`src/rtl/hazard_controller_if.sv`:
```
// hazard_controller_if
//   Bundles the pipeline-side hazard inputs and the controller's stall, flush,
//   forward and statistics outputs. clk and Reset stay plain ports on the
//   controller.
//   master : pipeline side. It drives the register/enable/memory status signals
//            and consumes the stall/flush/forward/counter outputs.
//   slave  : hazard_controller side.
//   CNT_W  : width of StallCount and the optional performance counters.
interface hazard_controller_if #(
    parameter int CNT_W = 16
);
    logic [4:0]       RsD, RtD;
    logic             BranchD;
    logic [4:0]       RsE, RtE;
    logic [4:0]       WriteRegE, WriteRegM, WriteRegW;
    logic             RegWriteE, RegWriteM, RegWriteW;
    logic             MemtoRegE, MemtoRegM;
    logic             MemAccessM;
    logic             DMemReadyM;

    logic             StallF, StallD, StallE, StallM;
    logic             FlushE, FlushW;
    logic             ForwardAD, ForwardBD;
    logic [1:0]       ForwardAE, ForwardBE;
    logic [CNT_W-1:0] StallCount;
    logic             MemErr;
    logic [CNT_W-1:0] LoadStallCnt, BranchStallCnt, MemWaitCnt;

    modport master (
        output RsD, RtD, BranchD, RsE, RtE,
               WriteRegE, WriteRegM, WriteRegW,
               RegWriteE, RegWriteM, RegWriteW,
               MemtoRegE, MemtoRegM, MemAccessM, DMemReadyM,
        input  StallF, StallD, StallE, StallM, FlushE, FlushW,
               ForwardAD, ForwardBD, ForwardAE, ForwardBE,
               StallCount, MemErr,
               LoadStallCnt, BranchStallCnt, MemWaitCnt
    );

    modport slave (
        input  RsD, RtD, BranchD, RsE, RtE,
               WriteRegE, WriteRegM, WriteRegW,
               RegWriteE, RegWriteM, RegWriteW,
               MemtoRegE, MemtoRegM, MemAccessM, DMemReadyM,
        output StallF, StallD, StallE, StallM, FlushE, FlushW,
               ForwardAD, ForwardBD, ForwardAE, ForwardBE,
               StallCount, MemErr,
               LoadStallCnt, BranchStallCnt, MemWaitCnt
    );
endinterface

```
`src/rtl/hazard_controller.sv`:
```
// hazard_controller
//   Hazard and stall sequencer for the 5-stage pipeline. It produces the
//   forwarding selects for the decode comparator and the execute ALU, and it
//   inserts load-use and branch-operand stalls. It freezes the whole pipeline
//   while a data-memory access is outstanding, and it aborts the wait after
//   MEM_TIMEOUT cycles, which sets the sticky MemErr flag.
// Ports:
//   clk    : pipeline clock. All state updates on the rising edge.
//   Reset  : asynchronous active-low reset. It also forces all
//            stall/flush/forward outputs to 0.
//   hz     : hazard_controller_if.slave. This carries the pipeline inputs and
//            the StallF/D/E/M, FlushE/W, ForwardAD/BD/AE/BE, StallCount,
//            MemErr, LoadStallCnt, BranchStallCnt and MemWaitCnt outputs.
// Parameters:
//   CNT_W       : counter width (saturating counters).
//   MEM_TIMEOUT : maximum consecutive wait cycles, 1..1023.
// Optional build macro:
//   HAZ_PERF_EN : enables LoadStallCnt/BranchStallCnt/MemWaitCnt. When it is
//                 undefined, those ports are tied to 0.
module hazard_controller #(
    parameter int CNT_W       = 16,
    parameter int MEM_TIMEOUT = 64
) (
    input logic           clk,
    input logic           Reset,
    hazard_controller_if.slave hz
);
    localparam int WAIT_W = 10;

    typedef enum logic [1:0] {RUN, MEM_WAIT, MEM_ABORT} state_t;

    state_t            state, next_state;
    logic [WAIT_W-1:0] wait_cnt, wait_nxt;
    logic [WAIT_W:0]   wait_inc;
    logic              freeze;
    logic              memwait;
    logic              lwstall, brstall, run_stall;
    logic              rs_d_nz, rt_d_nz;
    logic [CNT_W-1:0]  stall_count;
    logic              mem_err;

    assign rs_d_nz = (hz.RsD != 5'd0);
    assign rt_d_nz = (hz.RtD != 5'd0);

    // Register 0 never matches. Because RtE/WriteReg must equal a non-zero
    // source register, checking the source side for zero is enough.
    assign lwstall = hz.MemtoRegE &&
                     ((rs_d_nz && hz.RtE == hz.RsD) || (rt_d_nz && hz.RtE == hz.RtD));

    assign brstall = hz.BranchD &&
                     ((hz.RegWriteE && ((rs_d_nz && hz.WriteRegE == hz.RsD) ||
                                        (rt_d_nz && hz.WriteRegE == hz.RtD))) ||
                      (hz.MemtoRegM && ((rs_d_nz && hz.WriteRegM == hz.RsD) ||
                                        (rt_d_nz && hz.WriteRegM == hz.RtD))));

    assign run_stall = lwstall || brstall;
    assign memwait   = hz.MemAccessM && !hz.DMemReadyM;
    assign wait_inc  = {1'b0, wait_cnt} + (WAIT_W+1)'(1);

    always_comb begin
        next_state = state;
        wait_nxt   = wait_cnt;
        freeze     = 1'b0;
        case (state)
            RUN: begin
                wait_nxt = '0;
                if (memwait) begin
                    freeze     = 1'b1;
                    // The entering edge is already the first wait edge.
                    next_state = (MEM_TIMEOUT <= 1) ? MEM_ABORT : MEM_WAIT;
                    wait_nxt   = WAIT_W'(1);
                end
            end
            MEM_WAIT: begin
                if (!hz.DMemReadyM) begin
                    freeze = 1'b1;
                    if (wait_inc >= (WAIT_W+1)'(MEM_TIMEOUT)) begin
                        next_state = MEM_ABORT;
                        wait_nxt   = '0;
                    end else begin
                        wait_nxt = wait_inc[WAIT_W-1:0];
                    end
                end else begin
                    next_state = RUN;
                    wait_nxt   = '0;
                end
            end
            MEM_ABORT: begin
                // One cycle with RUN rules and memwait ignored.
                next_state = RUN;
                wait_nxt   = '0;
            end
            default: begin
                next_state = RUN;
                wait_nxt   = '0;
            end
        endcase
    end

    always_ff @(posedge clk or negedge Reset) begin
        if (!Reset) begin
            state    <= RUN;
            wait_cnt <= '0;
        end else begin
            state    <= next_state;
            wait_cnt <= wait_nxt;
        end
    end

    // Outputs: freeze dominates the lw/br stall; everything is gated by reset.
    assign hz.StallF = Reset && (freeze || run_stall);
    assign hz.StallD = Reset && (freeze || run_stall);
    assign hz.FlushE = Reset && !freeze && run_stall;
    assign hz.StallE = Reset && freeze;
    assign hz.StallM = Reset && freeze;
    assign hz.FlushW = Reset && freeze;

    // Forwarding: M has priority over W.
    always_comb begin
        hz.ForwardAE = 2'b00;
        hz.ForwardBE = 2'b00;
        if (Reset) begin
            if (hz.RsE != 5'd0 && hz.RegWriteM && hz.RsE == hz.WriteRegM)
                hz.ForwardAE = 2'b10;
            else if (hz.RsE != 5'd0 && hz.RegWriteW && hz.RsE == hz.WriteRegW)
                hz.ForwardAE = 2'b01;
            if (hz.RtE != 5'd0 && hz.RegWriteM && hz.RtE == hz.WriteRegM)
                hz.ForwardBE = 2'b10;
            else if (hz.RtE != 5'd0 && hz.RegWriteW && hz.RtE == hz.WriteRegW)
                hz.ForwardBE = 2'b01;
        end
    end

    assign hz.ForwardAD = Reset && rs_d_nz && hz.RegWriteM && hz.RsD == hz.WriteRegM;
    assign hz.ForwardBD = Reset && rt_d_nz && hz.RegWriteM && hz.RtD == hz.WriteRegM;

    always_ff @(posedge clk or negedge Reset) begin
        if (!Reset) begin
            stall_count <= '0;
            mem_err     <= 1'b0;
        end else begin
            if (hz.StallF && stall_count != '1)
                stall_count <= stall_count + CNT_W'(1);
            if (next_state == MEM_ABORT)
                mem_err <= 1'b1;
        end
    end

    assign hz.StallCount = stall_count;
    assign hz.MemErr     = mem_err;

`ifdef HAZ_PERF_EN
    logic [CNT_W-1:0] load_cnt, branch_cnt, memw_cnt;

    always_ff @(posedge clk or negedge Reset) begin
        if (!Reset) begin
            load_cnt   <= '0;
            branch_cnt <= '0;
            memw_cnt   <= '0;
        end else begin
            if (!freeze && lwstall && load_cnt != '1)
                load_cnt <= load_cnt + CNT_W'(1);
            if (!freeze && brstall && !lwstall && branch_cnt != '1)
                branch_cnt <= branch_cnt + CNT_W'(1);
            if (freeze && memw_cnt != '1)
                memw_cnt <= memw_cnt + CNT_W'(1);
        end
    end

    assign hz.LoadStallCnt   = load_cnt;
    assign hz.BranchStallCnt = branch_cnt;
    assign hz.MemWaitCnt     = memw_cnt;
`else
    assign hz.LoadStallCnt   = '0;
    assign hz.BranchStallCnt = '0;
    assign hz.MemWaitCnt     = '0;
`endif

endmodule
```
`src/flat_wrapper.sv`:
```
// flat-port wrapper written by rule: the top's interface ports become plain ports
module hazard_controller_flat 
#(
    parameter int CNT_W       = 16,
    parameter int MEM_TIMEOUT = 64
)
  (clk, Reset, hz_RsD, hz_RtD, hz_BranchD, hz_RsE, hz_RtE, hz_WriteRegE, hz_WriteRegM, hz_WriteRegW, hz_RegWriteE, hz_RegWriteM, hz_RegWriteW, hz_MemtoRegE, hz_MemtoRegM, hz_MemAccessM, hz_DMemReadyM, hz_StallF, hz_StallD, hz_StallE, hz_StallM, hz_FlushE, hz_FlushW, hz_ForwardAD, hz_ForwardBD, hz_ForwardAE, hz_ForwardBE, hz_StallCount, hz_MemErr, hz_LoadStallCnt, hz_BranchStallCnt, hz_MemWaitCnt);
  hazard_controller_if #(.CNT_W(CNT_W)) hz_i ();
  input logic clk;
  input logic Reset;
  input wire logic [$bits(hz_i.RsD)-1:0] hz_RsD;
  input wire logic [$bits(hz_i.RtD)-1:0] hz_RtD;
  input wire logic [$bits(hz_i.BranchD)-1:0] hz_BranchD;
  input wire logic [$bits(hz_i.RsE)-1:0] hz_RsE;
  input wire logic [$bits(hz_i.RtE)-1:0] hz_RtE;
  input wire logic [$bits(hz_i.WriteRegE)-1:0] hz_WriteRegE;
  input wire logic [$bits(hz_i.WriteRegM)-1:0] hz_WriteRegM;
  input wire logic [$bits(hz_i.WriteRegW)-1:0] hz_WriteRegW;
  input wire logic [$bits(hz_i.RegWriteE)-1:0] hz_RegWriteE;
  input wire logic [$bits(hz_i.RegWriteM)-1:0] hz_RegWriteM;
  input wire logic [$bits(hz_i.RegWriteW)-1:0] hz_RegWriteW;
  input wire logic [$bits(hz_i.MemtoRegE)-1:0] hz_MemtoRegE;
  input wire logic [$bits(hz_i.MemtoRegM)-1:0] hz_MemtoRegM;
  input wire logic [$bits(hz_i.MemAccessM)-1:0] hz_MemAccessM;
  input wire logic [$bits(hz_i.DMemReadyM)-1:0] hz_DMemReadyM;
  output wire logic [$bits(hz_i.StallF)-1:0] hz_StallF;
  output wire logic [$bits(hz_i.StallD)-1:0] hz_StallD;
  output wire logic [$bits(hz_i.StallE)-1:0] hz_StallE;
  output wire logic [$bits(hz_i.StallM)-1:0] hz_StallM;
  output wire logic [$bits(hz_i.FlushE)-1:0] hz_FlushE;
  output wire logic [$bits(hz_i.FlushW)-1:0] hz_FlushW;
  output wire logic [$bits(hz_i.ForwardAD)-1:0] hz_ForwardAD;
  output wire logic [$bits(hz_i.ForwardBD)-1:0] hz_ForwardBD;
  output wire logic [$bits(hz_i.ForwardAE)-1:0] hz_ForwardAE;
  output wire logic [$bits(hz_i.ForwardBE)-1:0] hz_ForwardBE;
  output wire logic [$bits(hz_i.StallCount)-1:0] hz_StallCount;
  output wire logic [$bits(hz_i.MemErr)-1:0] hz_MemErr;
  output wire logic [$bits(hz_i.LoadStallCnt)-1:0] hz_LoadStallCnt;
  output wire logic [$bits(hz_i.BranchStallCnt)-1:0] hz_BranchStallCnt;
  output wire logic [$bits(hz_i.MemWaitCnt)-1:0] hz_MemWaitCnt;
  assign hz_i.RsD = hz_RsD;
  assign hz_i.RtD = hz_RtD;
  assign hz_i.BranchD = hz_BranchD;
  assign hz_i.RsE = hz_RsE;
  assign hz_i.RtE = hz_RtE;
  assign hz_i.WriteRegE = hz_WriteRegE;
  assign hz_i.WriteRegM = hz_WriteRegM;
  assign hz_i.WriteRegW = hz_WriteRegW;
  assign hz_i.RegWriteE = hz_RegWriteE;
  assign hz_i.RegWriteM = hz_RegWriteM;
  assign hz_i.RegWriteW = hz_RegWriteW;
  assign hz_i.MemtoRegE = hz_MemtoRegE;
  assign hz_i.MemtoRegM = hz_MemtoRegM;
  assign hz_i.MemAccessM = hz_MemAccessM;
  assign hz_i.DMemReadyM = hz_DMemReadyM;
  assign hz_StallF = hz_i.StallF;
  assign hz_StallD = hz_i.StallD;
  assign hz_StallE = hz_i.StallE;
  assign hz_StallM = hz_i.StallM;
  assign hz_FlushE = hz_i.FlushE;
  assign hz_FlushW = hz_i.FlushW;
  assign hz_ForwardAD = hz_i.ForwardAD;
  assign hz_ForwardBD = hz_i.ForwardBD;
  assign hz_ForwardAE = hz_i.ForwardAE;
  assign hz_ForwardBE = hz_i.ForwardBE;
  assign hz_StallCount = hz_i.StallCount;
  assign hz_MemErr = hz_i.MemErr;
  assign hz_LoadStallCnt = hz_i.LoadStallCnt;
  assign hz_BranchStallCnt = hz_i.BranchStallCnt;
  assign hz_MemWaitCnt = hz_i.MemWaitCnt;
  hazard_controller #(.CNT_W(CNT_W), .MEM_TIMEOUT(MEM_TIMEOUT)) u_core (.clk(clk), .Reset(Reset), .hz(hz_i));
endmodule
```
`config.mk`:
```
export PLATFORM = sky130hd
export DESIGN_NAME = hazard_controller_flat
export DESIGN_NICKNAME = d
export VERILOG_FILES = /design/src/rtl/hazard_controller_if.sv /design/src/rtl/hazard_controller.sv /design/src/flat_wrapper.sv
export SDC_FILE = /design/constraint.sdc
export NUM_CORES = 1
export LEC_CHECK = 0
export BUFFER_PORTS_ARGS = -buffer_cell sky130_fd_sc_hd__buf_2
export CAP_MARGIN = 20
export CORE_ASPECT_RATIO = 0.6
export CORE_MARGIN = 2
export CORE_UTILIZATION = 45
export DETAILED_ROUTE_END_ITERATION = 6
export PLACE_DENSITY = 0.76
export SLEW_MARGIN = 20
export SYNTH_ARGS = -nofsm -noshare
export SYNTH_HDL_FRONTEND = slang
export SYNTH_SLANG_ARGS = --single-unit
```
`constraint.sdc`:
```
create_clock -name clk -period 2.2 [get_ports clk]
set_input_delay 0.11 -clock clk [delete_from_list [all_inputs] [get_ports clk]]
set_output_delay 0.11 -clock clk [all_outputs]
set_load 0.03 [all_outputs]
```
## After elaboration in Yosys (flattened, before gate mapping)

Cells that the tools add are included.

- Bits in registers: 29
- Bits in latches: 0
- RAM bits: 0
- Memory bits (read-only): 0
- Output and inout port bits: 77
- Memories kept: 0

- Add/sub/neg operators: 2
- $mul: 0
- Divide/modulo/power cells: 0
- Order comparisons: 1
- Equal/unequal tests: 15
- Shift-type cells: 0
- Muxes and demuxes: 17
- Bitwise operators: 0
- Reductions and logical operators: 43

Operators with widths:

| cell | number |
|---|---|
| 5-bit equality test | 12 |
| 1-bit logical AND | 30 |
| 10-bit 2-to-1 mux | 2 |
| 10-bit case mux with 2 select lines | 1 |
| 5-bit nonzero test | 4 |
| 16-bit by 1-bit adder with 16-bit output, second input constant | 1 |
| 16-bit inequality test, second input constant | 1 |
| 2-bit 2-to-1 mux | 7 |
| 10-bit by 1-bit adder with 11-bit output, second input constant | 1 |
| 11-bit by 7-bit greater-or-equal comparator with 1-bit output, second input constant | 1 |
| 1-bit logical OR | 6 |
| 1-bit 2-to-1 mux | 5 |
| 2-bit case mux with 2 select lines | 1 |
| 2-bit by 1-bit equality test with 1-bit output, second input constant | 1 |
| 2-bit equality test, second input constant | 1 |
| 1-bit zero test | 2 |
| 2-bit zero test | 1 |
| 1-bit case mux with 2 select lines | 1 |

## Logic depth before layout (Yosys ltp)

Gate-level depths: netlist of run 1.

- Depth in word-level cells: 10
- Mapped depth: 10

## Worst setup path before layout of run 1

No wires, ideal clock.

- Path type: register to register
- Start point: register u_core.stall_count[6], in the netlist u_core.hz.StallCount[6]
- End point: register u_core.stall_count[6], in the netlist u_core.hz.StallCount[6]
- Library setup time: 0.139 ns
- Arrival time: 1.957 ns
- Data required time: 2.061 ns
- Path slack: 0.104 ns
- Stages on the path, launching flop included: 9
- Path buffers: 1
- Cells stage by stage: dfrtp_1 -> and4_1 -> nand3_1 -> nor2_1 -> nand2_1 -> o31ai_1 -> buf_2 -> nor3_1 -> xor2_1

- Longest elaborated chain between the ends: 2

Ends and longest elaborated chain:

| what | RTL line | RTL |
|---|---|---|
| start, declared | hazard_controller.sv:39 | `logic [CNT_W-1:0] stall_count;` |
| start signal, assigned | hazard_controller.sv:143 | `stall_count <= stall_count + CNT_W'(1);` |
| parallel branches: the longest is 2 deep, another holds 16-bit by 1-bit adder with 16-bit output | -- |  |

Several ways; the timed one is not identified.
A chain may end at the register's enable or synchronous reset.

## Worst setup path after layout of run 1

- Start point: register u_core.stall_count[9], in the netlist u_core.hz.StallCount[9]
- End point: register u_core.stall_count[1], in the netlist u_core.hz.StallCount[1]

- Longest elaborated chain between the ends: 2

Ends and longest elaborated chain:

| what | RTL line | RTL |
|---|---|---|
| 16-bit inequality test | hazard_controller.sv:142 | `if (hz.StallF && stall_count != '1)` |
| 1-bit logical AND | hazard_controller.sv:142 |  |

No other way between the ends.

==> results of run 1 <==
## routing by layer
| metal | track usage | up-vias | part of all wire |
|---|---|---|---|
| li1 | - | 969 | - |
| met2 | 0.278 | 90 | 0.43 |
| met5 | 0 | - | 0 |
| met1 | 0.265 | 932 | 0.48 |
| met4 | 0.0489 | 0 | 0.0061 |
| met3 | 0.0507 | 5 | 0.086 |
## worst max-delay path, stage by stage, from the launching register on
cell and delay (ps):
dfrtp_1 390, and4_1 260, nand3_1 130, nor2_1 170
nand2_1 100, o31ai_1 230, buf_4 220, nor2_1 90
mux2_2 280
## area by class of cell
class                      count  share of cell area
multi-input combinational    231               0.518
timing repair buffer          81               0.155
inverter                       4             0.00543
clock buffer                   6              0.0262
sequential                    29               0.262
tap                           66              0.0299
clock inverter                 2             0.00362
## worst max path at each step
stage,startpoint,endpoint,slack (ps)
2_1_floorplan,u_core.hz.StallCount[6],u_core.hz.StallCount[6],100
3_3_place_gp,u_core.wait_cnt[0],u_core.hz.MemErr,190
3_5_place_dp,u_core.wait_cnt[0],u_core.wait_cnt[2],60
4_1_cts,u_core.wait_cnt[0],u_core.wait_cnt[2],40
5_1_grt,u_core.state[1],hz_StallF,50
6_report,u_core.hz.StallCount[9],u_core.hz.StallCount[1],220
## power breakdown
| part | leakage, nW | internal [mW] | total, mW | switching (mW) |
|---|---|---|---|---|
| registers | 0.376 | 0.582 | 0.636 | 0.0538 |
| clock network | 0.0450 | 0.218 | 0.420 | 0.202 |
| logic | 0.977 | 0.176 | 0.560 | 0.384 |
| total | 1.40 | 0.976 | 1.62 | 0.639 |
## registers in the layout (all words and copies together), names as in the netlist
signal                count
u_core.hz.MemErr          1
u_core.hz.StallCount     16
u_core.state              2
u_core.wait_cnt          10
## cells in the mapped netlist
library cell	count	area, µm²
buf_4	51	383
xor2_1	37	324
xnor2_1	32	280
dfrtp_1	29	726
nor2_1	19	71.3
nand2_1	16	60.1
nor4_1	12	75.1
nand3_1	10	50.1
nand4_1	10	62.6
nor3_1	10	50.1
clkbuf_1	6	22.5
and3_1	4	25.0
inv_1	4	15.0
nor3b_1	4	30.0
a21oi_1	3	15.0
and2_1	3	18.8
and4_1	3	26.3
buf_2	3	15.0
buf_6	2	22.5
ha_1	2	25.0
mux2_2	2	22.5
o21ai_0	2	10.0
or4_1	2	15.0
a21boi_0	1	7.51
and4bb_4	1	16.3
conb_1	1	3.75
nand2b_1	1	6.26
nor4_2	1	12.5
nor4b_1	1	8.76
o21ai_1	1	5.00
o31ai_1	1	7.51
or2_2	1	6.26
## stage by stage
| step | cell area [µm²] | setup slack [ps] | instances |
|---|---|---|---|
| 4_1_cts | 2760 | 35.5 | 419 |
| 5_1_grt | 2770 | 54.4 | 419 |
| 3_3_place_gp | 2670 | 194 | 410 |
| 6_report | 2770 | 217 | 419 |
| 2_1_floorplan | 2610 | 104 | 326 |
| 3_5_place_dp | 2670 | 61.2 | 410 |
## cell families after synthesis
kind of cell    Yosys count  synth area share
fa+ha+maj                 2            0.0103
xor+xnor                 69             0.250
flops                    29             0.300
mux                       2           0.00931
simple gates             98             0.221
buf+inv                  66             0.189
other cells               1           0.00155
compound gates            8            0.0186
## what timing repair did
action                     CTS  global route
hold buffers                 1             0
hold endpoints to repair     4             0
setup endpoints to repair    0             7
gates resized for setup      0             1
==> impl_metrics.yaml, run 1 <==
routing:
  first_iter_violations: 81
  dr.pass1.iters: 4
  vias: 1996
  drt_wl_total_um: 5420
  routedWlPerCell_um: 12.9
  postRouteAntennaNets: 0
  drcViolationCount: 0
  viasPerCell: 4.76
run_status:
  status: "complete, no violations"
critical_path:
  path_max_fanout: 12
  r2r_end: "u_core.hz.StallCount[1]"
  timing_worst_setup_path_type: "reg -> reg"
  crit_required_ps: 2360
  crit_path_start_kind: "flip-flop"
  worstPathArrival_ps: 2150
  timing.rr.start: "u_core.hz.StallCount[9]"
  reg2reg_slack_ps: 220
  r2r_cells: 8
  critPathCaptureType: "flip-flop"
clocking:
  clockRootBuffer: "clkbuf_8"
  clockBufferDepth: 2
  htree_num_levels: 2
  clk_latency_ps: 290
  clk_pin_slew_ps: 70
  clock_sinks: 29
  cts_setup_buffers: 0
  cts_buffers: 5
  cts_tree: "built"
timing:
  fin_skew_ps: 8.60
  hold_slack_ps: 125
  fmaxAchievable_ghz: 0.504
  slew_violations: 0
  final.setup.tns_ps: 0
  post-route-period-util: 0.901
  rsz0062_at_grt: "no"
  hold_violations: 0
  fin_crit_ps: 1980
  setup_viol: 0
final_layout:
  drive_gt1_frac: 0.263
  multi_input_area_mm2: 0.00143
  final_common_cell: "buf_2"
  nFillCells: 478
  fin_util: 0.539
  nNetsFinal: 399
  ff_latch_area_um2: 726
  antennaDiodeCount: 0
  synthToLayoutAreaGrowth_pct: 14.4
  final_cell_mix: "73 x buf_2, 52 x conb_1, 37 x xor2_1"
power:
  power_density_mw_per_mm2: 584
  p_leak_nw: 1.40
  ir_drop_mv: 0.398
  total_power_mw: 1.62
die:
  die_w_um: 98.6
  num_rows: 20
  dieArea_mm2: 0.00600
  boundaryPins: 122
  die_y_um: 60.8
  start_util: 0.471
  core-area_mm2: 0.00513
global_route:
  grt_start_max_net_pins: 17
  grt_pass1_wl_um: 8710
  antenna_found_initial: 0
  track_usage: 0.185
  grt_overflow_total: 0
  first_global_vias: 1804
synth:
  ys_seq_area_frac: 0.300
  synth.avg_cell_area_um2: 8.79
  synth_warnings: 0
  yosys.cell_types.count: 32
  synth_area_mm2: 0.00242
  synth_seq_cells: 29
  synthCells: 275
place:
  place_congestion: 0.909
  hpwl_um: 4470
  portBuffers: 73
hold_path:
  holdPathStages: 4
  min-delay-start: "hz_DMemReadyM"
  hold_path_end: "u_core.state[1]"
  holdCritPathClass: "in -> reg"
job:
  maxCapViolCount: 0
Note: power is estimated with default switching activity, not from simulation.
==> inputs of run 2 (changes only) <==
Settings changed: CORE_UTILIZATION 45 to 46, PLACE_DENSITY 0.76 to 0.78.
==> run 2 against run 1 <==
  * Sequential cell count unchanged
  * Global-route usage up 0.62 points
  * Clock skew down 5.2 ps
  * Cell count down 0.48%
  * Combinational power down 1%
  * Critical endpoint is now u_core.wait_cnt[0]
  * Highest routed layer unchanged
  * Critical path type unchanged
  * Register-to-register slack got worse by 90 ps
  * Sequential share of layout area hardly changed
  * Wire length increased by 2.3%
  * Clock-buffer cell count increased by 1
==> impl_metrics.yaml, run 2 (synthesized netlist as in run 1, its figures left out) <==
critical_path:
  crit_path_start_kind: "flip-flop"
  critPathCaptureType: "flip-flop"
  path_max_fanout: 4
  crit_required_ps: 2410
  worstPathArrival_ps: 2280
  timing_worst_setup_path_type: "reg -> reg"
global_route:
  antenna_found_initial: 0
  grt_overflow_total: 0
  first_global_vias: 1805
  track_usage: 0.191
  use_met2: 0.291
  grt.busiest_layer: "met2"
  grt_start_max_net_pins: 20
  grtUsageMet3: 0.0468
  met1_usage: 0.279
  grt_pass1_wl_um: 8810
final_layout:
  nFillCells: 483
  multi_input_area_mm2: 0.00143
  antennaDiodeCount: 0
  fin_area_mm2: 0.00277
  ff_latch_area_um2: 726
  stdcell_count: 417
  drive_gt1_frac: 0.262
  final_cell_mix: "73 x buf_2, 52 x conb_1, 37 x xor2_1"
  final_common_cell: "buf_2"
  largest_reg_flops: 16
  synthToLayoutAreaGrowth_pct: 14.5
  nNetsFinal: 397
clocking:
  clk_pin_slew_ps: 60
  clock_sinks: 29
  cts_tree: "built"
  htree_num_levels: 2
  clockRootBuffer: "clkbuf_8"
  clockBufferDepth: 2
  clk_latency_ps: 280
  cts_setup_buffers: 0
  cts_buffers: 5
timing:
  fin_skew_ps: 3.45
  post-route-period-util: 0.941
  hold_violations: 0
  final.setup.tns_ps: 0
  setup_viol: 0
  fmaxAchievable_ghz: 0.483
  slew_violations: 0
  hold_slack_ps: 137
  fin_crit_ps: 2070
routing:
  routedWlPerCell_um: 13.3
  dr.pass1.iters: 4
  vias: 1982
  viasPerCell: 4.75
  drt_wl_total_um: 5540
  postRouteAntennaNets: 0
  first_iter_violations: 100
  drcViolationCount: 0
power:
  ir_drop_mv: 0.506
  power_density_mw_per_mm2: 601
  total_power_mw: 1.67
  p_leak_nw: 1.40
place:
  post-place-cells: 408
  place_congestion: 0.838
  hpwl_um: 4570
  placed_cell_area_mm2: 0.00265
  portBuffers: 73
die:
  core-area_mm2: 0.00505
  die_y_um: 60.2
  start_util: 0.478
  die_w_um: 97.6
  boundaryPins: 122
  num_rows: 20
  dieArea_mm2: 0.00587
job:
  maxCapViolCount: 0
hold_path:
  holdCritPathClass: "in -> reg"
run_status:
  status: "complete, no violations"
run 2: cell count changes in the layout (fill, tap and decap cells not counted), sizes merged:
cell | before | now
clkinv | 2 | 1
buf | 80 | 78
clkbuf | 6 | 7
run 2: worst max-delay path, cell delays in order (launching register included):
cell and delay, ps:
dfrtp_1 410, ha_1 240, and3_1 170, nand3_1 90, mux2_2 340, nor4_2 290
nand2_1 120, o21ai_0 180, and2_1 160
run 2: per-stage QoR:
stage / utilization / setup WS (ps)
after floorplan: - / 104
after global placement: 0.525 / 144
after detailed placement: 0.525 / 108
after CTS: 0.547 / 78.2
after global routing: 0.548 / -9.20
final: 0.548 / 129
run 2: routing by layer:
metal	wire [µm]	up-vias
met5	0	-
met1	2750	935
met3	365	4
met2	2400	77
li1	-	966
met4	27	0
run 2: power by group:
| group | switching (mW) | internal (mW) | leakage, nW | total [mW] |
|---|---|---|---|---|
| sequential | 0.0527 | 0.582 | 0.376 | 0.635 |
| combinational | 0.381 | 0.173 | 0.966 | 0.554 |
| clock | 0.195 | 0.282 | 0.0542 | 0.477 |
| total | 0.628 | 1.04 | 1.40 | 1.67 |
run 2: final timing paths:
check | endpoint | cells past startpoint | startpoint | slack [ps]
max | u_core.wait_cnt[0] | 8 | u_core.wait_cnt[0] | 130
min | u_core.state[1] | 4 | hz_DMemReadyM | 140
max reg2reg | u_core.wait_cnt[0] | 8 | u_core.wait_cnt[0] | 130
min reg2reg | u_core.hz.MemErr | 1 | u_core.hz.MemErr | 470
max in group asynchronous | u_core.wait_cnt[9] | 3 | Reset | 1510
min in group asynchronous | u_core.hz.StallCount[11] | 2 | Reset | 200
run 2: area by class of cell:
type	instances	share of cell area
Multi-Input combinational cell	231	0.517
Clock inverter	1	0.00181
Clock buffer	7	0.0348
Tap cell	66	0.0298
Inverter	4	0.00542
Timing Repair Buffer	79	0.149
Sequential cell	29	0.262
run 2: timing repair:
item                                   CTS  global route
resized for setup                        0             1
setup endpoints to repair                0             6
hold buffers                             1             0
endpoints found under the hold margin   29             0
